`src/rtl/rv_cmp_pkg.sv`:
```
// rtl/rv_cmp_pkg.sv - compare opcode enum, FSM state type and opcode classification helpers
package rv_cmp_pkg;

   typedef enum logic [3:0] {
      EQ    = 4'd0,
      NE    = 4'd1,
      GE    = 4'd2,
      GEU   = 4'd3,
      SLT   = 4'd5,
      SLTU  = 4'd6,
      MIN   = 4'd7,
      MAX   = 4'd8,
      MINU  = 4'd9,
      MAXU  = 4'd10,
      SLTI  = 4'd12,
      SLTIU = 4'd13
   } cmp_op_e;

   typedef enum logic [1:0] {
      ST_IDLE,
      ST_BUSY,
      ST_DONE
   } cmp_state_e;

   // Signed ops flip the sign bit so an unsigned chunk compare orders them correctly.
   function automatic logic is_signed_op(input logic [3:0] op);
      return (op == SLT) || (op == SLTI) || (op == GE) || (op == MIN) || (op == MAX);
   endfunction

endpackage

```
`src/rtl/rv_cmp_chunk.sv`:
```
// rtl/rv_cmp_chunk.sv - combinational CHUNK-bit unsigned less-than / equal slice
module rv_cmp_chunk #(
   parameter int CHUNK = 8
) (
   input  logic [CHUNK-1:0] a_i,
   input  logic [CHUNK-1:0] b_i,
   output logic             lt_o,
   output logic             eq_o
);

   assign lt_o = (a_i < b_i);
   assign eq_o = (a_i == b_i);

endmodule

```
`src/rtl/rv_cmp_serial.sv`:
```
// rtl/rv_cmp_serial.sv - serial MSB-first chunked comparator; CMP_EARLY_EXIT_EN ends BUSY at first unequal chunk
module rv_cmp_serial
   import rv_cmp_pkg::*;
#(
   parameter int WIDTH = 32,
   parameter int CHUNK = 8
) (
   input  logic             clk,
   input  logic             rst,
   input  logic             in_valid,
   output logic             in_ready,
   input  logic [WIDTH-1:0] opA,
   input  logic [WIDTH-1:0] opB,
   input  logic [3:0]       alu_opsel,
   output logic             out_valid,
   input  logic             out_ready,
   output logic [WIDTH-1:0] result,
   output logic             flag
);

   localparam int N    = WIDTH / CHUNK;
   localparam int IDXW = (N > 1) ? $clog2(N) : 1;

   generate
      if (WIDTH % CHUNK != 0) begin : g_bad_cfg
         $error("rv_cmp_serial: WIDTH must be a multiple of CHUNK");
      end
   endgenerate

   cmp_state_e       state_q, state_d;
   logic [WIDTH-1:0] a_q, a_d, b_q, b_d;
   logic [WIDTH-1:0] result_q, result_d;
   logic [3:0]       op_q, op_d;
   logic [IDXW-1:0]  idx_q, idx_d;
   logic             lt_q, lt_d, gt_q, gt_d;
   logic             flag_q, flag_d;

   logic [WIDTH-1:0] bias, a_cmp, b_cmp;
   logic [CHUNK-1:0] a_chunk, b_chunk;
   logic             c_lt, c_eq;
   logic             decided, fin_lt, fin_eq, last_chunk;
   logic             calc_flag;
   logic [WIDTH-1:0] calc_result;

   assign bias    = is_signed_op(op_q) ? {1'b1, {(WIDTH-1){1'b0}}} : '0;
   assign a_cmp   = a_q ^ bias;
   assign b_cmp   = b_q ^ bias;
   assign a_chunk = a_cmp[int'(idx_q)*CHUNK +: CHUNK];
   assign b_chunk = b_cmp[int'(idx_q)*CHUNK +: CHUNK];

   rv_cmp_chunk #(.CHUNK(CHUNK)) u_chunk (
      .a_i  (a_chunk),
      .b_i  (b_chunk),
      .lt_o (c_lt),
      .eq_o (c_eq)
   );

   // Once a higher chunk has differed, its lt/gt decision is final.
   always_comb begin
      decided    = lt_q | gt_q;
      fin_lt     = decided ? lt_q : c_lt;
      fin_eq     = !decided && c_eq;
      last_chunk = (idx_q == '0);
`ifdef CMP_EARLY_EXIT_EN
      if (!decided && !c_eq) begin
         last_chunk = 1'b1;
      end
`endif
   end

   always_comb begin
      calc_flag   = 1'b0;
      calc_result = '0;
      case (op_q)
         EQ:                     calc_flag = fin_eq;
         NE:                     calc_flag = !fin_eq;
         GE, GEU:                calc_flag = !fin_lt;
         SLT, SLTI, SLTU, SLTIU: calc_flag = fin_lt;
         MIN, MINU: begin
            calc_flag   = fin_lt;
            calc_result = fin_lt ? a_q : b_q;
         end
         MAX, MAXU: begin
            calc_flag   = fin_lt;
            calc_result = fin_lt ? b_q : a_q;
         end
         default: begin
            calc_flag   = 1'b0;
            calc_result = '0;
         end
      endcase
      if ((op_q == EQ) || (op_q == NE) || (op_q == GE) || (op_q == GEU) ||
          (op_q == SLT) || (op_q == SLTI) || (op_q == SLTU) || (op_q == SLTIU)) begin
         calc_result = {{(WIDTH-1){1'b0}}, calc_flag};
      end
   end

   always_comb begin
      state_d  = state_q;
      a_d      = a_q;
      b_d      = b_q;
      op_d     = op_q;
      idx_d    = idx_q;
      lt_d     = lt_q;
      gt_d     = gt_q;
      result_d = result_q;
      flag_d   = flag_q;
      case (state_q)
         ST_IDLE: begin
            if (in_valid) begin
               a_d     = opA;
               b_d     = opB;
               op_d    = alu_opsel;
               idx_d   = IDXW'(N - 1);
               lt_d    = 1'b0;
               gt_d    = 1'b0;
               state_d = ST_BUSY;
            end
         end
         ST_BUSY: begin
            if (!decided) begin
               lt_d = c_lt;
               gt_d = !c_lt && !c_eq;
            end
            idx_d = idx_q - IDXW'(1);
            if (last_chunk) begin
               result_d = calc_result;
               flag_d   = calc_flag;
               state_d  = ST_DONE;
            end
         end
         ST_DONE: begin
            if (out_ready) begin
               state_d = ST_IDLE;
            end
         end
         default: state_d = ST_IDLE;
      endcase
   end

   always_ff @(posedge clk) begin
      if (rst) begin
         state_q <= ST_IDLE;
      end else begin
         state_q <= state_d;
      end
   end

   always_ff @(posedge clk) begin
      if (rst) begin
         a_q      <= '0;
         b_q      <= '0;
         op_q     <= '0;
         idx_q    <= '0;
         lt_q     <= 1'b0;
         gt_q     <= 1'b0;
         result_q <= '0;
         flag_q   <= 1'b0;
      end else begin
         a_q      <= a_d;
         b_q      <= b_d;
         op_q     <= op_d;
         idx_q    <= idx_d;
         lt_q     <= lt_d;
         gt_q     <= gt_d;
         result_q <= result_d;
         flag_q   <= flag_d;
      end
   end

   assign in_ready  = (state_q == ST_IDLE);
   assign out_valid = (state_q == ST_DONE);
   assign result    = result_q;
   assign flag      = flag_q;

endmodule

```
`config.mk`:
```
export PLATFORM = sky130hd
export DESIGN_NAME = rv_cmp_serial
export DESIGN_NICKNAME = d
export VERILOG_FILES = /design/src/rtl/rv_cmp_pkg.sv /design/src/rtl/rv_cmp_chunk.sv /design/src/rtl/rv_cmp_serial.sv
export SDC_FILE = /design/constraint.sdc
export NUM_CORES = 1
export LEC_CHECK = 0
export CAP_MARGIN = 10
export CORE_ASPECT_RATIO = 1.25
export CORE_MARGIN = 2
export CORE_UTILIZATION = 45
export DETAILED_ROUTE_END_ITERATION = 8
export GPL_TIMING_DRIVEN = 0
export PLACE_DENSITY = 0.81
export SLEW_MARGIN = 20
export SYNTH_ARGS = -nofsm -noshare
export SYNTH_HDL_FRONTEND = slang
export SYNTH_HIERARCHICAL = 1
export SYNTH_SLANG_ARGS = --single-unit
```
`constraint.sdc`:
```
create_clock -name clk -period 10 [get_ports clk]
set_input_delay 2 -clock clk [delete_from_list [all_inputs] [get_ports clk]]
set_output_delay 2 -clock clk [all_outputs]
set_load 0.05 [all_outputs]
```
==> results of run 1 <==
[area by class of cell]
type | count | area share
Tap cell | 129 | 0.0257
Buffer | 45 | 0.0365
Clock buffer | 11 | 0.0387
Inverter | 12 | 0.00719
Timing Repair Buffer | 105 | 0.168
Sequential cell | 107 | 0.342
Multi-Input combinational cell | 398 | 0.372
Clock inverter | 5 | 0.00998
[cell families (layout without fill, tap and decap cells)]
logic type | Yosys count | in the layout | share of synthesized area
AOI/OAI and AO/OA | 156 | 156 | 0.198
xor gates and xnor gates | 2 | 2 | 0.00369
adders and majority gates | 9 | 9 | 0.0237
buffers and inverters | 57 | 178 | 0.0577
DFF | 107 | 107 | 0.451
muxes | 20 | 20 | 0.0895
and+or+nand+nor | 211 | 211 | 0.177
[per-layer routing]
metal  global-route usage  wire, um
met5                    0         0
met4               0.0741       275
met3               0.0424       841
met2                0.454      7560
met1                0.314      5730
[critical path, stage by stage, from the launching register on]
cell and delay (ns):
dfxtp_1 0.32, clkbuf_1 0.47, clkbuf_1 0.51, mux4_2 0.39, ha_1 0.36, a21oi_1 0.15, a21oi_1 0.10, a2111oi_2 0.70
a21oi_4 0.20, mux2i_4 0.30, buf_2 0.29, a22oi_1 0.12, o21ai_1 0.14
[power groups by stage]
stage / registers [uW] / clock network [uW] / logic [uW]
after global placement: 483 / 0 / 218
after CTS: 474 / 364 / 223
final: 474 / 364 / 225
after detailed placement: 483 / 0 / 222
after global routing: 476 / 384 / 247
after floorplan: 474 / 0 / 151
[cells in the mapped netlist (all sizes together) (9+ instances only)]
master	number
nor2	18
clkbuf	23
o21ai	35
dfxtp	107
ha	9
a22oi	33
buf	22
a21oi	75
nand2	176
mux4	16
inv	12
[state kept, by name (all words and copies together) (netlist names)]
signal / count
result: 32
idx_q: 2
a_q: 32
state_q: 2
gt_q: 1
op_q: 4
flag: 1
lt_q: 1
b_q: 32
[metrics by stage]
stage / setup WS [ns] / cell area [um2] / cells
finish: 5.87 / 6270 / 812
global route: 5.61 / 6270 / 812
CTS: 5.91 / 6270 / 812
detailed placement: 5.99 / 5960 / 796
global placement: 5.93 / 5960 / 796
floorplan: 6.69 / 4750 / 562
[worst paths after layout]
check	from	to	slack (ns)	cells past startpoint
hold / removal	result[7]$_SDFFE_PP0P_	result[7]$_SDFFE_PP0P_	0.45	2
hold reg to reg	result[7]$_SDFFE_PP0P_	result[7]$_SDFFE_PP0P_	0.45	2
setup / recovery	idx_q[1]$_SDFFE_PP0P_	result[4]$_SDFFE_PP0P_	5.87	12
setup reg to reg	idx_q[1]$_SDFFE_PP0P_	result[4]$_SDFFE_PP0P_	5.87	12
==> flow_summary.json, run 1 <==
{
  "fmax_mhz": 242,
  "finalPower_uw": 1060,
  "nNetsFinal": 759,
  "timing.setup.tns_ns": 0,
  "synthDistinctLibCells": 39,
  "wl_mm": 14.4,
  "grtUsageTotal": 0.256,
  "core_area_um2": 10200,
  "seq_area_um2": 2140,
  "total_switching_power_uw": 310,
  "ys.flop_type": "dfxtp_1",
  "grt.overflow.total": 0,
  "fin_crit_sh": 0.413,
  "power.share.combinational": 0.212,
  "synth_fp_nets": 643,
  "clock_latency_ns": 0.35,
  "drtPass1Iterations": 7,
  "ys_seq_area_frac": 0.451,
  "p_int_uw": 753,
  "post_cts_buffers": 0,
  "worst_pin_slew_ns": 0.722,
  "layout_commonest_cell": "nand2_1",
  "hold-worst-slack_ns": 0.448,
  "cp-end-kind": "register",
  "ys_warn_count": 6,
  "netlist_area_um2": 4750,
  "clock-root-buffer": "clkbuf_16",
  "initial_utilization": 0.465,
  "cp_max_fo": 10,
  "drcViolationCount": 0,
  "fp-row-count": 41,
  "p_clk_frac": 0.342,
  "start_kind": "register",
  "max_slew_margin": 0.517,
  "ios": 107,
  "fin_skew_ns": 0.00854,
  "fp.dieH_um": 119,
  "die_x_um": 95.9,
  "vias": 4450,
  "cp_data_required_time_ns": 10.28,
  "dieArea_um2": 11400,
  "htree_levels": 3,
  "cts_buffer_depth": 2,
  "synth-seq-cells": 107,
  "swShare": 0.292,
  "synth_area_leaders": "dfxtp_1 45%, nand2_1 14%, a21oi_1 7.8%",
  "synthArstFlopShare": 0,
  "p_leak_uw": 0.00219,
  "drive_gt1_frac": 0.0908,
  "cts_tree": "built",
  "numCtsBuffers": 9,
  "drv_cap": 0,
  "avgViaCountPerCell": 5.48,
  "grt_setup_unrepaired": "no",
  "cp.arrival_ns": 4.41,
  "grt_max_degree": 18,
  "place_congestion": 0.967,
  "wire_per_inst_um": 17.7,
  "mostFrequentLayoutCells": "176 x nand2_1, 107 x dfxtp_1, 105 x clkdlybuf4s50_1",
  "io_buffers": 105,
  "min_path_type": "reg2reg",
  "grt_pass1_vias": 4253,
  "p_seq_frac": 0.446,
  "grt_pass1_wl_mm": 22.0,
  "n_antenna_cell": 0,
  "syn_area_per_cell_um2": 8.45,
  "syn_inst": 562,
  "ant_nets": 0,
  "fill_cells": 912,
  "antenna_found_initial": 0,
  "dp_hpwl_mm": 11.2,
  "p_per_area_nw_per_um2": 170,
  "synth_edf_count": 0,
  "fin_util": 0.614,
  "status": "finished clean",
  "synth_top_area_share": 0.451,
  "yosys.area.top_type": "dfxtp_1",
  "worstSetupPathType": "reg2reg",
  "multiInputGateArea_um2": 2330,
  "cts_hold_buf": 0,
  "min_period_ns": 4.13,
  "clk_pin_slew_ns": 0.07,
  "drtIter0Drc": 246,
  "cts_resized": 0,
  "cts_sinks": 107,
  "hold_violations": 0,
  "slew_violations": 0,
  "peakVddDrop_mv": 0.0946,
  "area_growth_pct": 31.9,
  "finalSetupViolations": 0
}
Note: power is estimated with default switching activity, not from simulation.
==> run 2: changes to the inputs <==
--- a/config.mk
+++ b/config.mk
@@ -11,7 +11,7 @@
 export CORE_UTILIZATION = 45
 export DETAILED_ROUTE_END_ITERATION = 8
 export GPL_TIMING_DRIVEN = 0
-export PLACE_DENSITY = 0.81
+export PLACE_DENSITY = 0.84
 export SLEW_MARGIN = 20
 export SYNTH_ARGS = -nofsm -noshare
 export SYNTH_HDL_FRONTEND = slang
==> constraint.sdc (replaced) <==
create_clock -name clk -period 3.5 [get_ports clk]
set_input_delay 0.7 -clock clk [delete_from_list [all_inputs] [get_ports clk]]
set_output_delay 0.7 -clock clk [all_outputs]
set_load 0.05 [all_outputs]
==> run 2 against run 1 <==
The run now ends with negative setup slack left; die area unchanged; hold slack is essentially flat; non-clock buffer count is 9 higher; routed wire length increased by 5.6%; clock power rose to 3.0 times the previous value; global-route usage rose by 1.5 points; largest power group unchanged; highest routed layer unchanged.
==> flow_summary.json, run 2 (same netlist as run 1, synthesis figures left out) <==
{
  "drtIter0Drc": 287,
  "nNetsFinal": 768,
  "min_period_ns": 3.51,
  "htree_levels": 3,
  "wire_per_inst_um": 18.6,
  "cts_sinks": 107,
  "dpl_cell_area_um2": 5960,
  "setup_ws_ns": -0.00532,
  "fin_area_um2": 6560,
  "numCtsBuffers": 9,
  "status": "finished, violations left",
  "grt_pass1_vias": 4460,
  "cp_cell_sequence": "buf_6, nand2_1, o21ai_2, o21ai_4, xnor2_2, mux4_2, inv_1, ha_4, buf_4, a2111oi_4, a21oi_4, mux2i_4, buf_12, clkbuf_16, a22oi_2, o21ai_1",
  "wl_mm": 15.2,
  "grt_max_degree": 18,
  "slew_violations": 0,
  "grt_pass1_wl_mm": 23.1,
  "fin_skew_ns": 0.00592,
  "grt.overflow.total": 0,
  "max_slew_margin": 0.518,
  "fmax_mhz": 285,
  "hold-worst-slack_ns": 0.448,
  "critical_path.top_delay_family": "compound AO/OA/AOI/OAI gates",
  "finalSetupViolations": 1,
  "initial_utilization": 0.465,
  "grtUsageTotal": 0.271,
  "mostFrequentLayoutCells": "176 x nand2_1, 105 x clkdlybuf4s50_1, 104 x dfxtp_1",
  "pre_cts_ws_ns": -0.509,
  "fp-row-count": 41,
  "cp.arrival_ns": 3.74,
  "cts_tree": "built",
  "n_antenna_cell": 0,
  "core_area_um2": 10200,
  "vias": 4510,
  "drive_gt1_frac": 0.133,
  "antenna_found_initial": 0,
  "io_buffers": 105,
  "fin_crit_sh": 1.00,
  "violations": "negative setup slack",
  "drtPass1Iterations": 5,
  "area_growth_pct": 38.2,
  "min_path_type": "reg2reg",
  "grt_util_met3": 0.0304,
  "clock_latency_ns": 0.35,
  "hold_violations": 0,
  "cp-end-kind": "register",
  "avgViaCountPerCell": 5.50,
  "peakVddDrop_mv": 0.256,
  "reg2reg_slack_ns": -0.005,
  "dp_hpwl_mm": 11.4,
  "layout_commonest_cell": "nand2_1",
  "cp_num_buf_inv": 5,
  "cp_data_required_time_ns": 3.73,
  "clk_pin_slew_ns": 0.07,
  "drv_cap": 0,
  "drcViolationCount": 0,
  "worstSetupPathType": "reg2reg",
  "fp.dieH_um": 119,
  "cp_max_fo": 10,
  "ant_nets": 0,
  "slowest_delay_ns": 0.47,
  "p_per_area_nw_per_um2": 490,
  "met2_usage": 0.489,
  "start_kind": "register",
  "worst_pin_slew_ns": 0.720,
  "clock-root-buffer": "clkbuf_16",
  "cts_hold_buf": 0,
  "place_congestion": 0.970,
  "grtUsageMet1": 0.323,
  "busiest_layer": "met2",
  "ios": 107,
  "cts_buffer_depth": 2,
  "die_x_um": 95.9,
  "critPathSlowestCell": "mux4_2",
  "dieArea_um2": 11400,
  "p_leak_uw": 0.00230
}
-- run 2: cell types whose count changed in the layout (fill, tap and decap cells not counted), moves of 4 or more --
cell,change
a22oi_2,+10
a22oi_1,-10
buf_2,-6
buf_4,+6
buf_6,+4
-- run 2: timing repair --
| item | 4_1_cts | 5_1_grt |
|---|---|---|
| buffers inserted | 7 | 4 |
| endpoints found under the hold margin | 0 | 0 |
| pin swaps | 2 | 8 |
| cloned | 0 | 2 |
| endpoints found under the setup margin | 34 | 33 |
| gates resized for setup | 10 | 27 |
-- run 2: final timing paths --
path                           startpoint                      end  cells after the start
hold / removal    result[10]$_SDFFE_PP0P_  result[10]$_SDFFE_PP0P_                      2
hold reg to reg   result[10]$_SDFFE_PP0P_  result[10]$_SDFFE_PP0P_                      2
setup / recovery     op_q[0]$_SDFFE_PP0P_  result[21]$_SDFFE_PP0P_                     16
setup reg to reg     op_q[0]$_SDFFE_PP0P_  result[21]$_SDFFE_PP0P_                     16
-- run 2: layout make-up --
type | instances | area [um2]
Fill cell | 863 | 3640
Timing Repair Buffer | 116 | 1180
Multi-Input combinational cell | 398 | 2450
Buffer | 43 | 260
Sequential cell | 107 | 2150
Tap cell | 129 | 161
Clock buffer | 9 | 225
Clock inverter | 6 | 90.1
Inverter | 12 | 45.0
-- run 2: power breakdown --
| group | switching (uW) | internal (uW) |
|---|---|---|
| Clock | 458 | 626 |
| Sequential | 84.1 | 1280 |
| Combinational | 387 | 375 |
-- run 2: stage by stage --
step	setup TNS (ns)	instances	utilization	power, uW
after floorplan	0	562	-	1780
after global placement	-16.15	796	0.584	2000
after detailed placement	-15.06	796	0.584	2020
after CTS	0	817	0.625	3140
after global routing	-1.53	820	0.643	3330
final	-0.00532	820	0.643	3210
-- run 2: per-layer routing --
metal | routed length [um] | share of wire
met3 | 718 | 0.047
met1 | 5930 | 0.39
met4 | 423 | 0.028
met2 | 8140 | 0.54
met5 | 0 | 0
-- run 2: worst register-to-register path: cells and delay by family, from the launching register on --
kind                     cells  cell delay, ns
AND/OR/NAND/NOR              1            0.08
multiplexers                 2            0.69
flip-flops                   1            0.33
AO/OA/AOI/OAI                6            1.24
XOR/XNOR                     1            0.12
buffers and inverters        5            0.72
adder cells (fa/ha/maj)      1            0.22
